## config.mk

```make
export PLATFORM = sky130hd
export DESIGN_NAME = pool_window_row
export DESIGN_NICKNAME = d
export VERILOG_FILES = /design/src/rtl/pool_window_row.sv
export SDC_FILE = /design/constraint.sdc
export NUM_CORES = 1
export LEC_CHECK = 0
export CORE_MARGIN = 10
export CORE_UTILIZATION = 56
export DETAILED_ROUTE_END_ITERATION = 8
export PLACE_DENSITY = 0.86
export SLEW_MARGIN = 20
export SYNTH_ARGS = -nofsm -noshare
export SYNTH_HDL_FRONTEND = slang
export SYNTH_SLANG_ARGS = --single-unit
```

## constraint.sdc

```tcl
create_clock -name clk -period 5 [get_ports clk]
set_input_delay 1 -clock clk [delete_from_list [all_inputs] [get_ports clk]]
set_output_delay 1 -clock clk [all_outputs]
set_load 0.01 [all_outputs]
```

## src/rtl/pool_window_row.sv

```systemverilog
// -----------------------------------------------------------------------------
// pool_window_row
//
// Row-streaming pooling datapath. Whole rows of ACT_BITS-wide activations come
// in over a valid/ready handshake. Each KER_SIZE x KER_SIZE window is reduced by
// max (MAX_N_AVG=1) or average (MAX_N_AVG=0). One pooled row goes out per
// KER_SIZE input rows, or earlier when in_last closes a partial window.
//
// Ports:
//   clk        clock
//   rst_n      asynchronous active-low reset
//   flush      (only with POOL_WINDOW_FLUSH_EN) drop the partial window
//   in_valid   input row valid
//   in_ready   block accepts a row this cycle
//   in_data    input row, column c at [c*ACT_BITS +: ACT_BITS]
//   in_last    row is the last of the frame
//   out_valid  pooled row valid
//   out_ready  downstream accepts pooled row
//   out_data   pooled row, same packing as in_data
//   out_last   pooled row closes the frame
//
// Optional feature macro: POOL_WINDOW_FLUSH_EN (adds the flush input).
// -----------------------------------------------------------------------------
module pool_window_row #(
    parameter int ACT_BITS  = 3,
    parameter int KER_SIZE  = 2,
    parameter int IN_WIDTH  = 28,
    parameter int MAX_N_AVG = 1
) (
    input  logic                                     clk,
    input  logic                                     rst_n,
`ifdef POOL_WINDOW_FLUSH_EN
    input  logic                                     flush,
`endif
    input  logic                                     in_valid,
    output logic                                     in_ready,
    input  logic [IN_WIDTH*ACT_BITS-1:0]             in_data,
    input  logic                                     in_last,
    output logic                                     out_valid,
    input  logic                                     out_ready,
    output logic [(IN_WIDTH/KER_SIZE)*ACT_BITS-1:0]  out_data,
    output logic                                     out_last
);

    localparam int OUT_WIDTH = IN_WIDTH / KER_SIZE;
    localparam int LOG2K     = $clog2(KER_SIZE);
    localparam int CNT_W     = LOG2K;
    // Average mode keeps the full sum of KER_SIZE^2 values, so no overflow.
    localparam int ACC_W     = (MAX_N_AVG != 0) ? ACT_BITS : ACT_BITS + 2 * LOG2K;

    // Reject configurations the column grouping and shift-divide cannot serve.
    generate
        if ((IN_WIDTH % KER_SIZE) != 0 || KER_SIZE < 2 ||
            (KER_SIZE & (KER_SIZE - 1)) != 0) begin : g_bad_cfg
            $error("pool_window_row: IN_WIDTH must be a multiple of KER_SIZE and KER_SIZE a power of two >= 2");
        end
    endgenerate

    typedef enum logic {
        OUT_EMPTY = 1'b0,
        OUT_FULL  = 1'b1
    } out_state_t;

    out_state_t                         out_state;
    logic [CNT_W-1:0]                   cnt;
    logic [OUT_WIDTH-1:0][ACC_W-1:0]    acc;
    logic [OUT_WIDTH-1:0][ACC_W-1:0]    horiz;
    logic [OUT_WIDTH-1:0][ACC_W-1:0]    combined;
    logic [OUT_WIDTH*ACT_BITS-1:0]      pooled;
    logic                               flush_req;
    logic                               in_accept;
    logic                               win_close;

`ifdef POOL_WINDOW_FLUSH_EN
    assign flush_req = flush;
`else
    assign flush_req = 1'b0;
`endif

    // The output register can take a new row whenever it is empty or being
    // drained this same cycle; a flush cycle refuses input so nothing slips in.
    assign out_valid = (out_state == OUT_FULL);
    assign in_ready  = (!out_valid || out_ready) && !flush_req;
    assign in_accept = in_valid && in_ready;
    assign win_close = (cnt == CNT_W'(KER_SIZE - 1)) || in_last;

    // Horizontal reduction and vertical combine. The first row of a window
    // (cnt==0) seeds the result directly so the stale accumulator is ignored.
    generate
        if (MAX_N_AVG != 0) begin : g_max
            always_comb begin
                horiz = '0;
                for (int j = 0; j < OUT_WIDTH; j++) begin
                    for (int k = 0; k < KER_SIZE; k++) begin
                        if (ACC_W'(in_data[(j*KER_SIZE+k)*ACT_BITS +: ACT_BITS]) > horiz[j]) begin
                            horiz[j] = ACC_W'(in_data[(j*KER_SIZE+k)*ACT_BITS +: ACT_BITS]);
                        end
                    end
                end
            end

            always_comb begin
                combined = '0;
                for (int j = 0; j < OUT_WIDTH; j++) begin
                    combined[j] = (cnt == '0 || horiz[j] > acc[j]) ? horiz[j] : acc[j];
                end
            end
        end else begin : g_avg
            always_comb begin
                horiz = '0;
                for (int j = 0; j < OUT_WIDTH; j++) begin
                    for (int k = 0; k < KER_SIZE; k++) begin
                        horiz[j] = horiz[j] + ACC_W'(in_data[(j*KER_SIZE+k)*ACT_BITS +: ACT_BITS]);
                    end
                end
            end

            always_comb begin
                combined = '0;
                for (int j = 0; j < OUT_WIDTH; j++) begin
                    combined[j] = (cnt == '0) ? horiz[j] : acc[j] + horiz[j];
                end
            end
        end
    endgenerate

    // Taking the top ACT_BITS of each lane is the divide by KER_SIZE^2 in
    // average mode (missing rows simply contributed zero) and a plain copy in
    // max mode, where the lane is exactly ACT_BITS wide.
    always_comb begin
        pooled = '0;
        for (int j = 0; j < OUT_WIDTH; j++) begin
            pooled[j*ACT_BITS +: ACT_BITS] = combined[j][ACC_W-1 -: ACT_BITS];
        end
    end

    // Row counter, accumulator and output register. A consume and a closing
    // accept in the same cycle let the new row overwrite the old one, so
    // out_valid stays high without a bubble.
    always_ff @(posedge clk or negedge rst_n) begin
        if (!rst_n) begin
            cnt       <= '0;
            acc       <= '0;
            out_state <= OUT_EMPTY;
            out_data  <= '0;
            out_last  <= 1'b0;
        end else begin
            if (out_valid && out_ready) begin
                out_state <= OUT_EMPTY;
                out_last  <= 1'b0;
            end
            if (flush_req) begin
                cnt <= '0;
                acc <= '0;
            end else if (in_accept) begin
                if (win_close) begin
                    out_data  <= pooled;
                    out_last  <= in_last;
                    out_state <= OUT_FULL;
                    cnt       <= '0;
                    acc       <= '0;
                end else begin
                    acc <= combined;
                    cnt <= cnt + 1'b1;
                end
            end
        end
    end

endmodule

```

==> impl_results.md <==
- Number of global-route vias before repair: 6112
- Multi-input gate area: 3780 sq um
- Clock Latency Late Sink: 0.34 ns
- Antenna viol nets, final: 0
- Final nets: 1010
- Via count: 5834
- CTS buffer count: 9
- Row cnt: 38
- Least-Margin Pin Slew: roughly 0.99 ns
- Detailed-route DRC error count: 0
- Total Die Area: ~16000 sq um
- Crit path launch type: primary input
- Post-CTS sizing: 0
- Wire length after detailed routing: 16.8 mm
- Detailed Place HPWL: between 10 and 15 mm
- Skew final: a little over 0.006 ns
- Area Overhead vs Synth: 27.1%
- Post-route cell area: 8140 sq um
- Crit path max fanout: 5
- Final min period: 4.12 ns
- Die W: approximately 130 um
- Async set-reset flop share out of synthesis: 1.00
- Post-synthesis sequential area ratio: 0.340
- Setup bufs post-CTS: 0
- RSZ-0062 raised after global routing: false
- Starting Density: 0.580
- Dpl cell area: 7820 sq um
- YS warnings: 0
- Largest net degree at the start of global routing: 46
- Mapped cell area: 6400 sq um
- Hold bufs inserted after CTS: 0
- Worst Path Arrival: 4.38 ns
- Syn Nets: 881
- Nature of the critical path endpoint: flip-flop
- Core area: 11000 sq um
- Die Ht: 127 um
- Maximum VDD drop: roughly 0.22 mV
- Fin. max-slew vios: 0
- Gate count of the mapped netlist: 722
- Vias per inst: 5.86
- Run status: finished clean
- Register bit count reported by yosys: 87
- CTS root buf: clkbuf_16
- Post-synth EDFFs: 0
- Tcrit/Tclk final: 0.824
- Routability congestion estimate: 0.824
- Most common flop cell mapped by yosys: dfrtp_1
- Max Fclk: 243 MHz
- Power Dens Cells: 341 nW/um^2
- Worst-path clk slew: around 0.060 ns
- IO Pins: ~130
- Max-cap violations: 0
- Share of layout cells above drive strength 1: 0.0748
- CTS sink cnt: 87
- CP Class: in2reg
- P_leak: about 3.8 nW
- Htree depth: 3
- Initial antenna violation count: 0
- Hold Vio Cnt, Final: 0
- Setup_tns: 0 ns
- GRT overflow: 0
- CTS Buffer Depth: 2
- Global-route wire length before repair: ~28 mm
- Unique cell type count in the Yosys netlist: 43
- Buffers on Ports: 133
- Relative slew slack: 0.337
- Final Setup Violations: 0
- Post-Syn Area per Cell: 8.86 sq um
- Wirelength per Cell: 16.9 um
- Register area: 2180 sq um
- GR Util All Layers: 0.206
- CTS tree: done
- Layout fillers: 810
- DR iter-0 viols: 290
- Initial DRT Pass Iterations: 4
- Worst hold path class: reg2reg
- Crit path required time: 5.26 ns
- Number of diodes: 0
state kept, by name, summed over array words and instances (netlist names):
| name | count |
|---|---|
| out_last | 1 |
| cnt | 1 |
| out_valid | 1 |
| acc | 42 |
| out_data | 42 |
synth_stat cells (2+ instances only):
master	count	area, sq um
nand2_1	91	342
o21ai_0	91	455
inv_1	90	338
dfrtp_1	87	2180
ha_1	70	876
mux2i_1	34	340
a21oi_1	29	145
mux2_2	28	315
o21a_1	18	135
nor2_1	17	63.8
nand3_1	15	75.1
nor2b_1	14	87.6
o22ai_1	14	87.6
a2bb2oi_1	11	96.3
a211oi_1	10	75.1
o21ai_1	10	50.1
xor2_1	10	87.6
nand3b_1	9	67.6
o22a_1	8	70.1
buf_2	7	35.0
a31o_2	6	52.6
nor3_1	6	30.0
a21o_1	4	30.0
a22o_1	4	35.0
buf_4	4	30.0
clkbuf_1	4	15.0
nand2b_1	4	25.0
o2bb2ai_1	4	35.0
buf_6	3	33.8
o211ai_1	3	22.5
a21boi_0	2	15.0
a221oi_2	2	30.0
o32ai_1	2	17.5
or3_1	2	12.5
through the flow:
step / hold slack, ns / setup slack (ns) / total power [mW] / util / std cells
floorplan: 0.477 / 1.49 / 1.60 / - / 722
global placement: 0.469 / 0.860 / 2.03 / 0.709 / 979
detailed placement: 0.469 / 0.630 / 2.10 / 0.709 / 979
CTS: 0.483 / 0.965 / 2.78 / 0.736 / 995
global route: 0.516 / 0.691 / 2.95 / 0.738 / 996
finish: 0.477 / 0.882 / 2.77 / 0.738 / 996
per-layer routing:
layer  GRT usage  routed length (um)  vias up
met5           0                   0        -
met4      0.0824                 250        0
met3      0.0346                 753       24
met2       0.371                8840      154
met1       0.235                7000     2840
li1            -                   -     2816
power breakdown:
group          switching, mW  internal, mW
Combinational          0.539         0.573
Clock                  0.280         0.401
Sequential             0.115         0.867
layout make-up:
| cell class | instances | area share |
|---|---|---|
| well taps | 140 | 0.0215 |
| multi-input cells | 525 | 0.464 |
| flip-flops and latches | 87 | 0.268 |
| inverters | 91 | 0.0420 |
| clock buffers | 11 | 0.0298 |
| clock inverters | 5 | 0.00707 |
| repair buffers | 137 | 0.168 |
placed cells by master, fill, tap and decap left out, drive strengths merged:
master and count:
dfrtp 87, o22a 8, nand2 91, mux2i 34
nor2b 15, a221oi 2, ha 70, o211ai 4
inv 91, a22o 4, bufinv 1, a21oi 29
nor3 7, a31o 6, a211oi 10, nand3b 9
clkbuf 11, nor2 17, clkdlybuf4s50 132, o21ai 102
clkinv 4, nor3b 1, a2bb2oi 12, o22ai 14
a21boi 2, nand2b 4, o2bb2ai 4, a21o 4
nand3 15, buf 5, o21a 18, mux2 28
or3 2, xor2 10, and2 1, o32ai 2
logic make-up (layout without fill, tap and decap cells):
kind of cell / count (synthesis) / count (layout) / synth area share
compound gates: 221 / 221 / 0.217
simple gates: 162 / 162 / 0.118
buf+inv: 110 / 244 / 0.0719
flops: 87 / 87 / 0.340
fa+ha+maj: 70 / 70 / 0.137
mux: 62 / 62 / 0.102
xor+xnor: 10 / 10 / 0.0137
path summary, 6_finish.rpt:
kind | start | endpoint | slack, ns | depth (start not counted)
hold / removal | out_data[39] | out_data[39] | 0.48 | 2
setup reg to reg | out_valid | acc[22] | 2.62 | 6
setup / recovery | in_data[25] | out_data[12] | 0.88 | 13
min in group asynchronous | rst_n | out_data[4] | 0.65 | 1
max in group asynchronous | rst_n | out_data[33] | 3.39 | 2
hold reg to reg | out_data[39] | out_data[39] | 0.48 | 2
worst max-delay path, cell delays in order:
cell	delay [ns]
clkdlybuf4s50_1	0.50
inv_1	0.06
ha_1	0.34
a31o_2	0.26
a221oi_2	0.25
mux2i_1	0.36
inv_1	0.09
ha_1	0.30
nand3_1	0.10
o21ai_0	0.09
o21ai_0	0.50
mux2_2	0.40
o21ai_0	0.13
Power figures use the tool's default switching activity.
